## config.mk

```make
export PLATFORM = sky130hd
export DESIGN_NAME = restoring_divider
export DESIGN_NICKNAME = d
export VERILOG_FILES = /design/src/rtl/restoring_divider.sv
export SDC_FILE = /design/constraint.sdc
export NUM_CORES = 1
export LEC_CHECK = 0
export ABC_AREA = 1
export CAP_MARGIN = 10
export CORE_AREA = 2 2 59 66
export CTS_BUF_LIST = sky130_fd_sc_hd__clkbuf_4
export CTS_CLUSTER_SIZE = 10
export DETAILED_ROUTE_END_ITERATION = 6
export DIE_AREA = 0 0 61 68
export DONT_BUFFER_PORTS = 1
export PLACE_DENSITY = 0.71
export SLEW_MARGIN = 5
export SYNTH_ARGS = -nofsm -noshare
export SYNTH_HDL_FRONTEND = slang
export SYNTH_SLANG_ARGS = --single-unit
```

## constraint.sdc

```tcl
create_clock -name clk -period 1.4 [get_ports clk]
set_input_delay 0.28 -clock clk [delete_from_list [all_inputs] [get_ports clk]]
set_output_delay 0.28 -clock clk [all_outputs]
set_load 0.03 [all_outputs]
```

## src/rtl/restoring_divider.sv

```systemverilog
// 8-bit / 4-bit unsigned restoring divider, one quotient bit per clock, MSB first.
// Optional DIV_ZERO_DETECT_EN: a zero divisor finishes after one CALC cycle and raises div_by_zero.
module restoring_divider (
  input  logic       clk,
  input  logic       rst,
  input  logic       start,
  input  logic [7:0] dividend,
  input  logic [3:0] divisor,
  output logic [7:0] quotient,
  output logic [3:0] remainder,
  output logic       busy,
  output logic       done,
  output logic       div_by_zero
);

  typedef enum logic [1:0] {IDLE, CALC, DONE} state_t;

  state_t     state_q;
  logic [7:0] dvd_q;
  logic [3:0] dvs_q;
  logic [4:0] prem_q;
  logic [7:0] qacc_q;
  logic [2:0] cnt_q;
  logic [7:0] quot_q;
  logic [3:0] rem_q;
  logic       busy_q;
  logic       done_q;

  logic [4:0] shift_d;
  logic       borrow_d;
  logic [4:0] prem_d;
  logic [7:0] qacc_d;

  // One restoring step: shift in the next dividend bit, trial-subtract, restore on borrow.
  always_comb begin
    shift_d  = 5'({prem_q, dvd_q[7]});
    borrow_d = shift_d < {1'b0, dvs_q};
    prem_d   = borrow_d ? shift_d : shift_d - {1'b0, dvs_q};
    qacc_d   = 8'({qacc_q, ~borrow_d});
  end

`ifdef DIV_ZERO_DETECT_EN
  logic dbz_q;
  assign div_by_zero = dbz_q;
`else
  assign div_by_zero = 1'b0;
`endif

  always_ff @(posedge clk) begin
    if (rst) begin
      state_q <= IDLE;
      dvd_q   <= '0;
      dvs_q   <= '0;
      prem_q  <= '0;
      qacc_q  <= '0;
      cnt_q   <= '0;
      quot_q  <= '0;
      rem_q   <= '0;
      busy_q  <= 1'b0;
      done_q  <= 1'b0;
`ifdef DIV_ZERO_DETECT_EN
      dbz_q   <= 1'b0;
`endif
    end else begin
      case (state_q)
        IDLE: begin
          if (start) begin
            dvd_q   <= dividend;
            dvs_q   <= divisor;
            prem_q  <= '0;
            qacc_q  <= '0;
            cnt_q   <= '0;
            busy_q  <= 1'b1;
            state_q <= CALC;
          end
        end
        CALC: begin
`ifdef DIV_ZERO_DETECT_EN
          if (dvs_q == 4'd0) begin
            quot_q  <= 8'hFF;
            rem_q   <= dvd_q[3:0];
            dbz_q   <= 1'b1;
            busy_q  <= 1'b0;
            done_q  <= 1'b1;
            state_q <= DONE;
          end else
`endif
          begin
            prem_q <= prem_d;
            qacc_q <= qacc_d;
            dvd_q  <= {dvd_q[6:0], 1'b0};
            cnt_q  <= cnt_q + 3'd1;
            if (cnt_q == 3'd7) begin
              quot_q  <= qacc_d;
              rem_q   <= 4'(prem_d);
`ifdef DIV_ZERO_DETECT_EN
              dbz_q   <= 1'b0;
`endif
              busy_q  <= 1'b0;
              done_q  <= 1'b1;
              state_q <= DONE;
            end
          end
        end
        DONE: begin
          done_q  <= 1'b0;
          state_q <= IDLE;
        end
        default: state_q <= IDLE;
      endcase
    end
  end

  assign quotient  = quot_q;
  assign remainder = rem_q;
  assign busy      = busy_q;
  assign done      = done_q;

endmodule
```

==> flow_summary.json <==
{
  "outcome": "complete, but fails checks",
  "violations": "negative hold slack, negative setup slack",
  "hpwlAfterDp_um": 2560,
  "dp_cells": 296,
  "drv_slew": 0,
  "worst-setup-path-type": "register to register",
  "grt_pass1_wl_um": 5990,
  "num_antenna_cells": 0,
  "post_dp_cell_area_sq_mm": 0.00198,
  "port_buffers": 0,
  "clock_latency_ns": 0.35,
  "synth_ff_type": "dfxtp_1",
  "cp-end-kind": "register",
  "synth_async_sr_flop_share_pct": 0,
  "gp_congestion": 0.854,
  "ctsLongestPathBuffers": 2,
  "synth_edf_count": 0,
  "p_per_area_mw_per_mm2": 1130,
  "std_cell_rows": 23,
  "cap_viol_max_count": 0,
  "ctsRootBufferMaster": "clkbuf_4",
  "areaGrowthSynthToFinish_pct": 22.6,
  "syn-num-nets": 259,
  "viasPerCell": 5.09,
  "antenna_found_initial": 0,
  "synthTopCellsByArea": "dfxtp_1 (46%), nand2_1 (13%), a21oi_1 (6.8%)",
  "setup-violations-final": 2,
  "netlist.area_leader.share_pct": 45.9,
  "fin_nets": 278,
  "ys_ff_latch": 42,
  "synth_seq_area_share_pct": 45.9,
  "ant_nets": 0,
  "synth_top_cell_by_area": "dfxtp_1",
  "ios": 30,
  "routed_wl_um": 4060,
  "die_area_sq_mm": 0.00415,
  "cts_buffers": 5,
  "layout_worst_path_cycle_share_pct": 102,
  "cp_max_fo": 2,
  "cts.sinks": 42,
  "leakage_nw": 0.943,
  "worstPathArrival_ns": 1.69,
  "synth_area_per_cell_sq_um": 7.73,
  "drt-pass1-iter-count": 4,
  "drt_first_iter_violations": 58,
  "grt_use_total_pct": 19.6,
  "grt_start_max_net_pins": 20,
  "rsz0062_at_grt": "yes",
  "clk_pin_slew_ns": 0.12,
  "start_util_pct": 51.8,
  "die_h_um": 68,
  "start_kind": "register",
  "drcViolationCount": 0,
  "synth_most_common_cell": "nand2_1",
  "stdcell_area_sq_mm": 0.00225,
  "cts.htree.levels": 2,
  "max_freq_mhz": 701,
  "cts_tree": "done",
  "ir_drop_v": 0.000615,
  "fin_crit_ns": 1.43,
  "postLayoutSetupSlackWorst_ns": -0.0272,
  "required_ns": 1.66,
  "fin_worst_skew_ns": 0.00857,
  "overflow": 0,
  "ys.warnings.count": 0,
  "core_area_sq_mm": 0.00354,
  "grt_pass1_vias": 1406,
  "stdcell_count": 306,
  "worst_hold_slack_ns": -0.0277,
  "drive_above_1_share_pct": 33.2,
  "postSynthCellCount": 237,
  "fill_cells": 309,
  "wl_per_cell_um": 13.3,
  "syn-cell-area_sq_mm": 0.00183,
  "hold_path.class": "input port to register",
  "synth_commonest_cells": "nand2_1 (65), dfxtp_1 (42), a21oi_1 (25)",
  "synth.distinct_cells": 27,
  "vias": 1559,
  "die_w_um": 61,
  "hold_viol": 17
}
registers in the layout, indices dropped and copies added (netlist names), 2 cells and up:
| register | count |
|---|---|
| dvd_q | 8 |
| state_q | 2 |
| cnt_q | 3 |
| dvs_q | 4 |
| remainder | 4 |
| quotient | 8 |
| qacc_q | 7 |
| prem_q | 4 |
placed cells by master, fill, tap and decap left out, types with 5 or more instances in the layout:
master and instances:
clkbuf_4 5, buf_6 5, nand3_1 9, a21oi_2 6, a21oi_1 22, inv_1 18, buf_4 16, nand2_2 13
nand2_1 53, nor2_1 8, dfxtp_2 8, o21ai_0 19, inv_2 5, dfxtp_1 34
power by group:
| part | internal [mW] | switching [mW] | leakage (nW) |
|---|---|---|---|
| logic | 0.306 | 0.374 | 0.567 |
| clock network | 0.181 | 0.378 | 0.0308 |
| registers | 1.25 | 0.0384 | 0.345 |
| total | 1.74 | 0.790 | 0.943 |
metrics by stage:
stage	util (%)	TNS, ns	total power [mW]	setup WS [ns]
2_1_floorplan	-	0	1.63	0.000491
3_3_place_gp	55.8	-0.0513	1.77	-0.0248
3_5_place_dp	55.8	-0.308	1.79	-0.0693
4_1_cts	58.3	-0.0697	2.37	-0.0279
5_1_grt	63.5	-0.468	2.66	-0.0909
6_report	63.5	-0.0287	2.53	-0.0272
worst paths after layout:
| kind | startpoint | endpoint | slack [ns] | depth (start not counted) |
|---|---|---|---|---|
| max | dvd_q[7]$_SDFFE_PP0P_ | remainder[2]$_SDFFE_PP0P_ | -0.03 | 8 |
| min reg2reg | dvd_q[4]$_SDFFE_PP0P_ | dvd_q[4]$_SDFFE_PP0P_ | 0.45 | 2 |
| max reg2reg | dvd_q[7]$_SDFFE_PP0P_ | remainder[2]$_SDFFE_PP0P_ | -0.03 | 8 |
| min | rst | prem_q[2]$_SDFFE_PP0P_ | -0.03 | 1 |
final cells by class:
class                   instances  area, sq um  share of cell area (%)
multi-input cells             160         1000                    44.6
flip-flops and latches         42          851                    37.9
repair buffers                 21          176                    7.85
inverters                      26          108                    4.79
well taps                      50         62.6                    2.78
clock buffers                   5         37.5                    1.67
clock inverters                 2         10.0                   0.445
layer usage:
metal	global-route usage (%)	up-vias	part of all wire (%)
li1	-	795	-
met1	21.9	734	43
met2	33.9	23	52
met3	6.62	7	3.4
met4	7.88	0	1.5
met5	0	-	0
worst max-delay path, cell delays in order (launching register included):
cell and delay [ns]:
dfxtp_2 0.34, inv_2 0.04, ha_4 0.15, fa_2 0.35
xnor2_2 0.14, nand2_2 0.07, nand2_2 0.06, o21bai_1 0.14
inv_1 0.05
cell families (layout without fill, tap and decap cells):
group | after synthesis | count (layout) | synth area share [%]
AND/OR/NAND/NOR | 97 | 98 | 23.8
AO/OA/AOI/OAI | 53 | 53 | 15.5
flip-flops | 42 | 42 | 45.9
buffers and inverters | 36 | 54 | 9.01
adder cells (fa/ha/maj) | 7 | 7 | 5.19
other | 1 | 1 | 0.205
XOR/XNOR | 1 | 1 | 0.478
what timing repair did:
action | 4_1_cts | 5_1_grt
gates resized for setup | 10 | 50
setup endpoints to repair | 23 | 20
pin swaps | 8 | 17
hold endpoints to repair | 17 | 17
setup buffers | 0 | 2
cloned | 1 | 0
(Power assumes the default switching activity.)
